File: config.mk
export PLATFORM = sky130hd
export DESIGN_NAME = fetch_unit
export DESIGN_NICKNAME = d
export VERILOG_FILES = /design/src/rtl/fetch_pkg.sv /design/src/rtl/fetch_queue.sv /design/src/rtl/fetch_unit.sv
export SDC_FILE = /design/constraint.sdc
export NUM_CORES = 1
export LEC_CHECK = 0
export CAP_MARGIN = 25
export CORE_AREA = 2 2 86 105
export CTS_BUF_LIST = sky130_fd_sc_hd__clkbuf_4 sky130_fd_sc_hd__clkbuf_8
export CTS_CLUSTER_DIAMETER = 80
export DETAILED_ROUTE_END_ITERATION = 7
export DIE_AREA = 0 0 88 107
export PLACE_DENSITY = 0.85
export SLEW_MARGIN = 20
export SYNTH_ARGS = -nofsm -noshare
export SYNTH_HDL_FRONTEND = slang
export SYNTH_HIERARCHICAL = 1
export SYNTH_SLANG_ARGS = --single-unit
File: constraint.sdc
create_clock -name clk -period 12.45 [get_ports clk]
set_input_delay 3.735 -clock clk [delete_from_list [all_inputs] [get_ports clk]]
set_output_delay 3.735 -clock clk [all_outputs]
set_load 0.005 [all_outputs]
File: src/rtl/fetch_pkg.sv
// Shared fetch-stage definitions: widths, the prefetch queue entry and the
// memory address width shared with the unified 1Kx16 memory.
package fetch_pkg;

  localparam int ADDR_W        = 16;
  localparam int INST_W        = 16;
  localparam int MEM_ADDR_BITS = 10;

  // One prefetched instruction together with the address it came from.
  typedef struct packed {
    logic [ADDR_W-1:0] addr;
    logic [INST_W-1:0] inst;
  } fetch_entry_t;

  // Sequential next PC. The increment wraps 16'hFFFF -> 16'h0000.
  function automatic logic [ADDR_W-1:0] nextPc(input logic [ADDR_W-1:0] pc);
    return pc + ADDR_W'(1);
  endfunction

endpackage

File: src/rtl/fetch_queue.sv
// Synchronous FIFO of fetch_entry_t used as the prefetch queue.
// Flush has priority over push/pop; flush and reset are both synchronous.
// DEPTH must be a power of two (2..8) so the pointers wrap naturally.
// The head is read from storage (or a held copy when empty), so there is
// never a combinational path from pushData to head.
module fetch_queue
  import fetch_pkg::*;
#(
  parameter int DEPTH = 2
) (
  input  logic         clk,
  input  logic         rst_n,
  input  logic         push,
  input  logic         pop,
  input  logic         flush,
  input  fetch_entry_t pushData,
  output fetch_entry_t head,
  output logic         full,
  output logic         empty
);

  localparam int PTR_W = (DEPTH > 1) ? $clog2(DEPTH) : 1;
  localparam int CNT_W = $clog2(DEPTH + 1);

  fetch_entry_t         storage [DEPTH];
  fetch_entry_t         holdEntry;
  logic [PTR_W-1:0]     rdPtr;
  logic [PTR_W-1:0]     wrPtr;
  logic [CNT_W-1:0]     count;
  logic                 doPush;
  logic                 doPop;

  assign full   = (count == CNT_W'(DEPTH));
  assign empty  = (count == '0);
  assign doPop  = pop && !empty;
  // A push into a full queue is legal only when the head leaves in the same cycle.
  assign doPush = push && (!full || doPop);

  // When empty, present the last head seen so decode sees stable (don't-care) values.
  assign head = empty ? holdEntry : storage[rdPtr];

  // Entry storage: written on an accepted push; no reset needed since occupancy gates reads.
  always_ff @(posedge clk) begin
    if (rst_n && !flush && doPush) begin
      storage[wrPtr] <= pushData;
    end
  end

  // Pointer and occupancy tracking; reset and flush both empty the queue.
  always_ff @(posedge clk) begin
    if (!rst_n || flush) begin
      rdPtr <= '0;
      wrPtr <= '0;
      count <= '0;
    end else begin
      if (doPush) wrPtr <= wrPtr + PTR_W'(1);
      if (doPop)  rdPtr <= rdPtr + PTR_W'(1);
      case ({doPush, doPop})
        2'b10:   count <= count + CNT_W'(1);
        2'b01:   count <= count - CNT_W'(1);
        default: count <= count;
      endcase
    end
  end

  // Remember the current head so the outputs hold once the queue drains.
  always_ff @(posedge clk) begin
    if (!rst_n) begin
      holdEntry <= '0;
    end else if (!empty) begin
      holdEntry <= storage[rdPtr];
    end
  end

endmodule

File: src/rtl/fetch_unit.sv
// Instruction-fetch stage: owns the PC, drives the memory instruction port,
// captures fetched words into a prefetch queue and hands {pc, inst} to decode.
// Optional performance counters are enabled with `define FETCH_PERF_EN.
//
// Decode handshake: inst_valid means the head entry is present and stays
// asserted until it is accepted; an entry is consumed on any rising edge where
// inst_valid && inst_ready, except that a redirect in the same cycle flushes
// the queue and that pop is discarded with everything else.
module fetch_unit
  import fetch_pkg::*;
#(
  parameter logic [ADDR_W-1:0] RESET_PC    = 16'h0000,
  parameter int                QUEUE_DEPTH = 2
) (
  input  logic              clk,
  input  logic              rst_n,
  input  logic              fetch_en,
  input  logic              redirect,
  input  logic [ADDR_W-1:0] redirect_pc,
  output logic [ADDR_W-1:0] iAddr,
  input  logic [INST_W-1:0] iDataOut,
  output logic              inst_valid,
  input  logic              inst_ready,
  output logic [INST_W-1:0] inst,
  output logic [ADDR_W-1:0] inst_pc
`ifdef FETCH_PERF_EN
  ,
  output logic [15:0]       fetch_count,
  output logic [15:0]       stall_count
`endif
);

  logic [ADDR_W-1:0] pc;
  logic              qFull;
  logic              qEmpty;
  logic              popReq;
  logic              capture;
  fetch_entry_t      pushEntry;
  fetch_entry_t      headEntry;

  assign iAddr      = pc;
  assign inst_valid = !qEmpty;
  assign inst       = headEntry.inst;
  assign inst_pc    = headEntry.addr;

  assign popReq  = inst_valid && inst_ready;
  // Fetch only when enabled, not redirecting, and there is (or will be) room.
  assign capture = fetch_en && !redirect && (!qFull || popReq);

  assign pushEntry.addr = pc;
  assign pushEntry.inst = iDataOut;

  fetch_queue #(
    .DEPTH (QUEUE_DEPTH)
  ) u_queue (
    .clk      (clk),
    .rst_n    (rst_n),
    .push     (capture),
    .pop      (popReq),
    .flush    (redirect),
    .pushData (pushEntry),
    .head     (headEntry),
    .full     (qFull),
    .empty    (qEmpty)
  );

  // Program counter: reset, redirect target, or advance on each capture.
  always_ff @(posedge clk) begin
    if (!rst_n) begin
      pc <= RESET_PC;
    end else if (redirect) begin
      pc <= redirect_pc;
    end else if (capture) begin
      pc <= nextPc(pc);
    end
  end

`ifdef FETCH_PERF_EN
  logic stallCycle;

  // A stall is a cycle that wanted to fetch but the queue was full and not draining.
  assign stallCycle = fetch_en && !redirect && qFull && !popReq;

  // Saturating push and stall counters; redirect does not clear them.
  always_ff @(posedge clk) begin
    if (!rst_n) begin
      fetch_count <= '0;
      stall_count <= '0;
    end else begin
      if (capture && (fetch_count != 16'hFFFF)) fetch_count <= fetch_count + 16'd1;
      if (stallCycle && (stall_count != 16'hFFFF)) stall_count <= stall_count + 16'd1;
    end
  end
`endif

endmodule

==> out/results.tsv <==
metric	value	unit
run_status	completed	
htree_num_levels	4	
hold_viol	0	
fin_skew	0.0121	ns
final_common_cell	clkdlybuf4s50_1	
totalWireLength	9.62	mm
power_density	141	nW/um^2
max_freq	149	MHz
peakVddDrop	0.0000829	V
grt-busiest-layer	met2	
cts_buffers	17	
io_buffers	85	
synth-seq-area-share	0.628	
grt_pass1_vias	3260	
required	8.71	ns
switching_share	0.219	
hold_depth	0	
relSlewSlack	0.326	
drc	0	
synth_async_sr_flop_share	0	
coreArea	8380	sq um
ioPinCount	86	
syn_area	4750	sq um
ctsLongestPathBuffers	2	
p_sw	0.187	mW
gp_congestion	0.848	
final_nets	512	
arrival	2.96	ns
path_class	flip-flop to output port	
dieArea	9420	sq um
crit_path_end_kind	output port	
timing.final.crit_share	0.538	
globalRouteMet2Util	0.363	
cts-root-buf	clkbuf_8	
grt_overflow	0	
dp.cells	571	
p_int	0.667	mW
final_core_util	0.720	
dp_hpwl	6.13	mm
dr.first_iter.drc_count	264	
fin_cells	604	
fin_total_pwr	0.854	mW
synth.distinct_cells	46	
ff2ff_path_depth	7	
areaGrowthSynthToFinish	27.1	%
ant_nets	0	
grt_pass1_wl	15.2	mm
antenna_cells	0	
fin_crit	6.70	ns
finalSetupTns	0	ns
drive_above_1_share	0.0924	
syn-num-nets	431	
antenna_found_initial	0	
cp_max_fo	66	
hold_buffers	0	
slew_violations	0	
grt_start_max_net_pins	67	
ys_ff_latch	117	
total_leakage_power	1.97	nW
start_util	0.567	
postCtsSetupBuffers	0	
via_per_inst	5.61	
grt_usage	0.213	
drt_first_pass_iters	4	
cts_tree	done	
wl_per_cell	15.9	um
cts_sinks	117	
fp-row-count	37	
ys.flop_type	edfxtp_1	
hold_path.class	flip-flop to flip-flop	
combPwrFrac	0.090	
seqPwrFrac	0.503	
cp-start-kind	flip-flop	
drv_cap	0	
grtUsageMet3	0.0539	
gr-usage-met1	0.258	
final_cell_mix	85 x clkdlybuf4s50_1, 64 x edfxtp_1, 52 x dfxtp_1	
ys_warn_count	6	
path_clk_slew	0.07	ns
num_vias	3389	
setup_violations	0	
clk_latency	0.41	ns
clkPwrFrac	0.407	
worst_slew_pin_slew	1.01	ns
postSynthAreaPerCell	12.1	sq um
postSynthCellCount	393	
die_h	107	um
die_w	88	um
synth_edf_count	64	
cts_resized	0	
rsz0062_at_grt	false	
-- metal layers --
metal	wire (um)	vias to the layer above
li1	-	1644
met1	3980	1609
met2	5010	125
met3	501	11
met4	131	0
met5	0	-
-- synth_stat cells, types with 2 or more instances --
cell,count,area share
a21o_1,2,0.0032
a211oi_1,35,0.055
nand2b_1,6,0.0079
buf_6,5,0.012
nand2_1,6,0.0047
xor2_1,2,0.0037
a2111oi_0,3,0.0055
nor3_1,4,0.0042
inv_1,10,0.0079
nand3_1,7,0.0074
clkbuf_1,10,0.0079
xnor2_1,8,0.015
a31oi_1,3,0.0040
nor2_1,38,0.030
nand4_1,3,0.0040
a21oi_1,47,0.050
o21ai_0,17,0.018
mux2i_1,36,0.076
dfxtp_1,53,0.22
edfxtp_1,64,0.40
buf_2,5,0.0053
buf_4,5,0.0079
-- final timing paths --
check | end | slack (ns) | start
worst max-delay path | inst_pc[6] | 5.75 | u_queue/count[1]
worst min-delay path | u_queue/storage[0][30] | 0.52 | iAddr[14]
worst min register to register | u_queue/storage[0][30] | 0.52 | iAddr[14]
worst max register to register | u_queue/storage[0][25] | 8.80 | u_queue/count[1]
-- cell families after synthesis --
logic type               after synthesis  share of synthesized area
adder cells (fa/ha/maj)                1                    0.00263
AO/OA/AOI/OAI                        115                      0.152
AND/OR/NAND/NOR                       78                     0.0806
buffers and inverters                 36                     0.0424
XOR/XNOR                              10                     0.0184
flip-flops                           117                      0.628
multiplexers                          36                     0.0759
-- power groups by stage --
stage	Sequential, mW	Combinational, mW	Clock (mW)
after floorplan	0.435	0.0343	0
after global placement	0.437	0.0735	0
after detailed placement	0.437	0.0758	0
after CTS	0.429	0.0765	0.354
after global routing	0.430	0.0840	0.372
final	0.429	0.0768	0.348
-- critical path, stage by stage, from the launching register on --
cell	delay (ns)
dfxtp_1	0.44
or2_2	0.54
buf_4	0.60
nor2_1	0.15
a21oi_1	0.24
clkdlybuf4s50_1	0.55
-- layout make-up --
class / instances / area [sq um]
flip-flops and latches: 117 / 2980
clock buffers: 19 / 255
multi-input cells: 240 / 1580
repair buffers: 88 / 881
clock inverters: 13 / 156
inverters: 10 / 37.5
fillers: 576 / 2340
well taps: 117 / 146
-- metrics by stage --
stage | setup WS (ns) | hold slack (ns) | instance area, sq um
6_report | 5.75 | 0.521 | 6040
3_5_place_dp | 5.73 | 0.498 | 5610
4_1_cts | 5.76 | 0.530 | 6020
3_3_place_gp | 5.83 | 0.490 | 5610
2_1_floorplan | 4.89 | 0.471 | 4750
5_1_grt | 5.53 | 0.542 | 6040
-- sequential cells by signal, summed over array words and instances (netlist names), named ones only --
register / count
u_queue/wrPtr: 1
u_queue/count: 2
iAddr: 16
u_queue/holdEntry: 32
u_queue/rdPtr: 1
u_queue/storage: 64
No activity file was read; power rests on OpenSTA's default activity.
